===== src/rtl/cpu_pipe_pkg.sv =====
// Shared definitions for the CPU pipeline stage registers.
// Holds the stage state encoding and the control-payload bit positions.
package cpu_pipe_pkg;

    typedef enum logic [1:0] {
        ST_EMPTY = 2'd0,
        ST_ONE   = 2'd1,
        ST_TWO   = 2'd2
    } pipe_state_e;

    localparam int CTRL_W_DEFAULT = 6;

    localparam int CTRL_REG_WRITE  = 0;
    localparam int CTRL_MEM_READ   = 1;
    localparam int CTRL_MEM_WRITE  = 2;
    localparam int CTRL_MEM_TO_REG = 3;
    localparam int CTRL_BRANCH     = 4;
    localparam int CTRL_BRANCH_NE  = 5;

    // The state encoding equals the number of held entries.
    function automatic logic [1:0] state_occupancy(pipe_state_e st);
        return 2'(st);
    endfunction

endpackage


===== src/rtl/pipe_sat_counter.sv =====
// Saturating event counter with synchronous clear; clear wins over increment.
// Used for pipeline statistics such as stall cycles.
module pipe_sat_counter #(
    parameter int CNT_W = 16
) (
    input  logic             clk,
    input  logic             rst,
    input  logic             inc,
    input  logic             clr,
    output logic [CNT_W-1:0] count
);

    localparam logic [CNT_W-1:0] CNT_MAX = '1;

    logic [CNT_W-1:0] count_q;
    logic [CNT_W-1:0] count_d;

    always_comb begin
        count_d = count_q;
        if (clr) begin
            count_d = '0;
        end else if (inc && (count_q != CNT_MAX)) begin
            count_d = count_q + 1'b1;
        end
    end

    always_ff @(posedge clk) begin
        if (rst) begin
            count_q <= '0;
        end else begin
            count_q <= count_d;
        end
    end

    assign count = count_q;

endmodule


===== src/rtl/pipe_stage_skid.sv =====
// Generic pipeline stage register: main entry drives the outputs, a skid entry
// absorbs one extra payload so in_ready is a pure register with no path from out_ready.
module pipe_stage_skid
    import cpu_pipe_pkg::*;
#(
    parameter int DATA_W     = 52,
    parameter int CTRL_W     = CTRL_W_DEFAULT,
    parameter int CLEAR_DATA = 1,
    parameter int CNT_W      = 16
) (
    input  logic              clk,
    input  logic              rst,
    input  logic              flush,
    input  logic              in_valid,
    output logic              in_ready,
    input  logic [DATA_W-1:0] in_data,
    input  logic [CTRL_W-1:0] in_ctrl,
    output logic              out_valid,
    input  logic              out_ready,
    output logic [DATA_W-1:0] out_data,
    output logic [CTRL_W-1:0] out_ctrl,
    output logic [1:0]        occupancy,
    output logic [CNT_W-1:0]  stall_cnt,
    input  logic              clr_cnt
);

    localparam bit CLR_DATA = (CLEAR_DATA != 0);

    pipe_state_e       state_q, state_d;
    logic              in_ready_q, in_ready_d;
    logic [DATA_W-1:0] main_data_q, main_data_d;
    logic [CTRL_W-1:0] main_ctrl_q, main_ctrl_d;
    logic [DATA_W-1:0] skid_data_q, skid_data_d;
    logic [CTRL_W-1:0] skid_ctrl_q, skid_ctrl_d;
    logic              in_fire;
    logic              out_fire;
    logic              main_valid;

    assign main_valid = (state_q != ST_EMPTY);
    assign in_fire    = in_valid & in_ready_q;
    assign out_fire   = main_valid & out_ready;

    always_comb begin
        state_d     = state_q;
        main_data_d = main_data_q;
        main_ctrl_d = main_ctrl_q;
        skid_data_d = skid_data_q;
        skid_ctrl_d = skid_ctrl_q;

        case (state_q)
            ST_EMPTY: begin
                if (in_fire) begin
                    main_data_d = in_data;
                    main_ctrl_d = in_ctrl;
                    state_d     = ST_ONE;
                end
            end
            ST_ONE: begin
                if (in_fire && out_fire) begin
                    main_data_d = in_data;
                    main_ctrl_d = in_ctrl;
                end else if (in_fire) begin
                    skid_data_d = in_data;
                    skid_ctrl_d = in_ctrl;
                    state_d     = ST_TWO;
                end else if (out_fire) begin
                    // Clearing ctrl on drain keeps a true bubble on the outputs.
                    main_ctrl_d = '0;
                    if (CLR_DATA) main_data_d = '0;
                    state_d = ST_EMPTY;
                end
            end
            ST_TWO: begin
                if (out_fire) begin
                    main_data_d = skid_data_q;
                    main_ctrl_d = skid_ctrl_q;
                    skid_ctrl_d = '0;
                    if (CLR_DATA) skid_data_d = '0;
                    state_d = ST_ONE;
                end
            end
            default: begin
                state_d = ST_EMPTY;
            end
        endcase

        if (flush) begin
            state_d     = ST_EMPTY;
            main_ctrl_d = '0;
            skid_ctrl_d = '0;
            if (CLR_DATA) begin
                main_data_d = '0;
                skid_data_d = '0;
            end
        end

        in_ready_d = (state_d != ST_TWO);
    end

    always_ff @(posedge clk) begin
        if (rst) begin
            state_q     <= ST_EMPTY;
            in_ready_q  <= 1'b1;
            main_ctrl_q <= '0;
            skid_ctrl_q <= '0;
        end else begin
            state_q     <= state_d;
            in_ready_q  <= in_ready_d;
            main_ctrl_q <= main_ctrl_d;
            skid_ctrl_q <= skid_ctrl_d;
        end
    end

    // Without CLEAR_DATA the data flops simply hold through reset.
    always_ff @(posedge clk) begin
        if (rst) begin
            if (CLR_DATA) begin
                main_data_q <= '0;
                skid_data_q <= '0;
            end
        end else begin
            main_data_q <= main_data_d;
            skid_data_q <= skid_data_d;
        end
    end

    pipe_sat_counter #(
        .CNT_W(CNT_W)
    ) u_stall_cnt (
        .clk  (clk),
        .rst  (rst),
        .inc  (main_valid & ~out_ready),
        .clr  (clr_cnt),
        .count(stall_cnt)
    );

    assign in_ready  = in_ready_q;
    assign out_valid = main_valid;
    assign out_data  = main_data_q;
    assign out_ctrl  = main_ctrl_q;
    assign occupancy = state_occupancy(state_q);

endmodule


===== config.mk =====
export PLATFORM = sky130hd
export DESIGN_NAME = pipe_stage_skid
export DESIGN_NICKNAME = d
export VERILOG_FILES = /design/src/rtl/cpu_pipe_pkg.sv /design/src/rtl/pipe_sat_counter.sv /design/src/rtl/pipe_stage_skid.sv
export SDC_FILE = /design/constraint.sdc
export NUM_CORES = 1
export LEC_CHECK = 0
export BUFFER_PORTS_ARGS = -buffer_cell sky130_fd_sc_hd__buf_2
export CAP_MARGIN = 20
export CORE_MARGIN = 1.5
export CORE_UTILIZATION = 53
export CTS_CLUSTER_DIAMETER = 80
export DETAILED_ROUTE_END_ITERATION = 10
export GPL_TIMING_DRIVEN = 0
export PLACE_DENSITY = 0.82
export REMOVE_ABC_BUFFERS = 1
export SKIP_CTS_REPAIR_TIMING = 1
export SYNTH_ARGS = -nofsm -noshare
export SYNTH_HDL_FRONTEND = slang
export SYNTH_SLANG_ARGS = --single-unit

===== constraint.sdc =====
create_clock -name clk -period 2.4 [get_ports clk]
set_input_delay 0.24 -clock clk [delete_from_list [all_inputs] [get_ports clk]]
set_output_delay 0.24 -clock clk [all_outputs]
set_load 0.005 [all_outputs]

==> results by group <==
Clocking
  – CTS Buf Count: 17
  – Max clock buf depth: 2
  – Clock sink total: ~140
  – CTS tree: done
  – Root Driver: clkbuf_8
  – CTS clk-pin slew, worst paths: 70 ps
  – H-tree levels: 4
  – Skew-Pair Late Insertion Delay: between 500 and 600 ps

Yosys
  – Yosys cell types: 48
  – Yosys top cell area share: a little under half
  – Syn Area/Cell: about 8.7 µm²
  – Synth area leaders: dfxtp_1, a221oi_1, nand3b_1
  – EDFF count, synth: 0
  – Post-synthesis sequential area ratio: a little under half
  – #FFs+latches synth: 135
  – YS warnings: 0
  – Ys async rst share: 0%
  – Leading area contributor after synthesis: dfxtp_1
  – Mapped Cells: between 600 and 700
  – Post-synthesis cell area: 5740 µm²
  – Synth Flop Type: dfxtp_1

STA
  – Setup TNS: 0 ps
  – Final hold violation count: 0
  – Relative slew slack: between 50% and 60%
  – Final worst path period share: 97.5%
  – Tightest Pin Transition: 714 ps
  – Slew Viols, Final: 0
  – # setup viols final: 0
  – RSZ-0062 raised after global routing: yes
  – Clock skew: between 9 and 10 ps
  – Fmax: ~430 MHz
  – Crit path time final: ~2300 ps

Die
  – Die height: 107 µm
  – Die area: 11500 µm²
  – Chip Width: around 110 µm
  – Number of cell rows: 37
  – Initial Utilization: 55.1%
  – Placeable Area: around 10000 µm²
  – I/O pin count: about 140

Power
  – Max VDD drop: ~0.43 mV
  – Power Dens Cells: roughly 750 nW/µm²
  – LEAKAGE: around 2.9 nW

Routing
  – Antenna Nets Post-Route: 0
  – Residual DRC count: 0
  – Per-cell routed wire length: 17.8 µm
  – Vias/cell: between 6 and 7
  – Routed wire length: 16600 µm
  – 1st-pass router iterations: 8
  – 1st-iter DRT viols: 462
  – Via count: 5774

GRT
  – Initial antenna violation count: 0
  – Gr ovfl total: 0
  – Gr usage total: 27.4%
  – First-pass GRT wire length: 25200 µm
  – Vias in the first global route: slightly above 5000
  – Largest net degree at the start of global routing: 88

Status
  – Run status: complete, no violations

Worst setup path
  – Critical path class: flop to flop
  – Startpoint types: flop
  – Data arrival time of the worst path: 2710 ps
  – Crit Path Max Fanout: 40
  – CP Capture Type: flop
  – Required time of the critical path: around 2800 ps

Worst hold path
  – Tightest Hold Check Type: input pin to flop

Finish
  – NumNets Final: ~850
  – Cell Count, Final, Fillers Out: 929
  – Share of layout cells above drive strength 1: between 20% and 30%
  – Area Growth Syn to Fin: 27.8%

Placement
  – DPL Wire Length: between 10000 and 15000 µm
  – Number of instances in the placed design: slightly below 900
  – GPL Wtd Cong: 0.842
  – IO Port Bufs: between 100 and 150

Job
  – Max-Cap Viols: 0
## flip-flops by register name, summed over array words and instances, names as in the netlist
signal	flops
u_stall_cnt.count	16
skid_data_q	52
skid_ctrl_q	6
out_ctrl	6
out_data	52
in_ready	1
occupancy	2
## report_power, final
part           switching, mW  internal, mW
sequential            0.0351          2.30
combinational          0.337         0.255
clock                   1.04          1.50
## final cells by class
type                    instances  area, µm²
inverters                       3       11.3
repair buffers                164       1060
diodes                          2       5.00
well taps                     136        170
clock inverters                14        163
clock buffers                  17        414
fillers                       794       3090
flip-flops and latches        135       2700
multi-input cells             458       2800
## stage by stage
stage / utilization (%) / instance area [µm²] / power, mW / setup slack [ps] / hold slack, ps
final: 70.4 / 7330 / 5.48 / 59.6 / 6.19
after global placement: 60.7 / 6320 / 2.89 / -3760 / 430
after detailed placement: 63.4 / 6610 / 2.94 / -62.5 / 445
after global routing: 70.3 / 7330 / 5.66 / -56.1 / 1.11
after CTS: 68.9 / 7180 / 5.46 / -164 / -86.0
after floorplan: - / 5440 / 2.68 / -1520 / 312
## cells in the final DEF (no fill, tap or decap), types with 6 or more instances in the layout
master	Yosys	layout
buf_2	23	141
dfxtp_1	135	135
a21oi_1	72	72
nor2_1	67	66
nand2_1	64	64
a221oi_1	58	58
nor3_1	58	58
nand3b_1	58	58
clkbuf_16	0	16
or4_1	10	10
o31ai_1	9	9
nand3_1	8	8
inv_6	0	6
buf_12	0	6
buf_4	4	6
## cell families (layout without fill, tap and decap cells)
kind of cell	Yosys count	after routing	synth area share, %
adder cells (fa/ha/maj)	6	6	1.27
multiplexers	3	3	0.545
AND/OR/NAND/NOR	292	292	27.1
flip-flops	135	135	47.1
buffers and inverters	68	198	5.30
other	0	2	0
AO/OA/AOI/OAI	156	157	18.7
## worst paths after layout
check	start	to	slack (ps)	depth (start not counted)
setup / recovery	occupancy[1]	out_data[20]	60	6
hold / removal	in_data[28]	skid_data_q[28]	6	3
setup reg to reg	occupancy[1]	out_data[20]	60	6
hold reg to reg	skid_data_q[51]	skid_data_q[51]	450	2
## layer usage
metal  global-route usage (%)  vias to the layer above  share of wire [%]
met5                        0                        -                  0
met4                     12.1                        0                2.5
met3                     5.90                       33                6.7
met2                     43.8                      272                 50
met1                     35.7                     2796                 41
li1                         -                     2673                  -
## critical path, stage by stage (launching register included)
cell	delay (ps)
dfxtp_1	440
ha_2	570
nor2_4	90
mux2_4	440
buf_12	210
a221oi_1	320
nor3_1	120
## cells in the mapped netlist, types with 3 or more instances
library cell and number:
o31ai_1 9, nand2_1 64, nor3_1 58, clkbuf_1 37
inv_1 3, or3_1 4, nand4_2 3, o21ai_0 5
nor2_1 67, a221oi_1 58, dfxtp_1 135, a21oi_1 72
buf_4 4, nand3b_1 58, nand3_1 8, or4_1 10
ha_1 5, buf_2 23
Note: power is estimated with default switching activity, not from simulation.
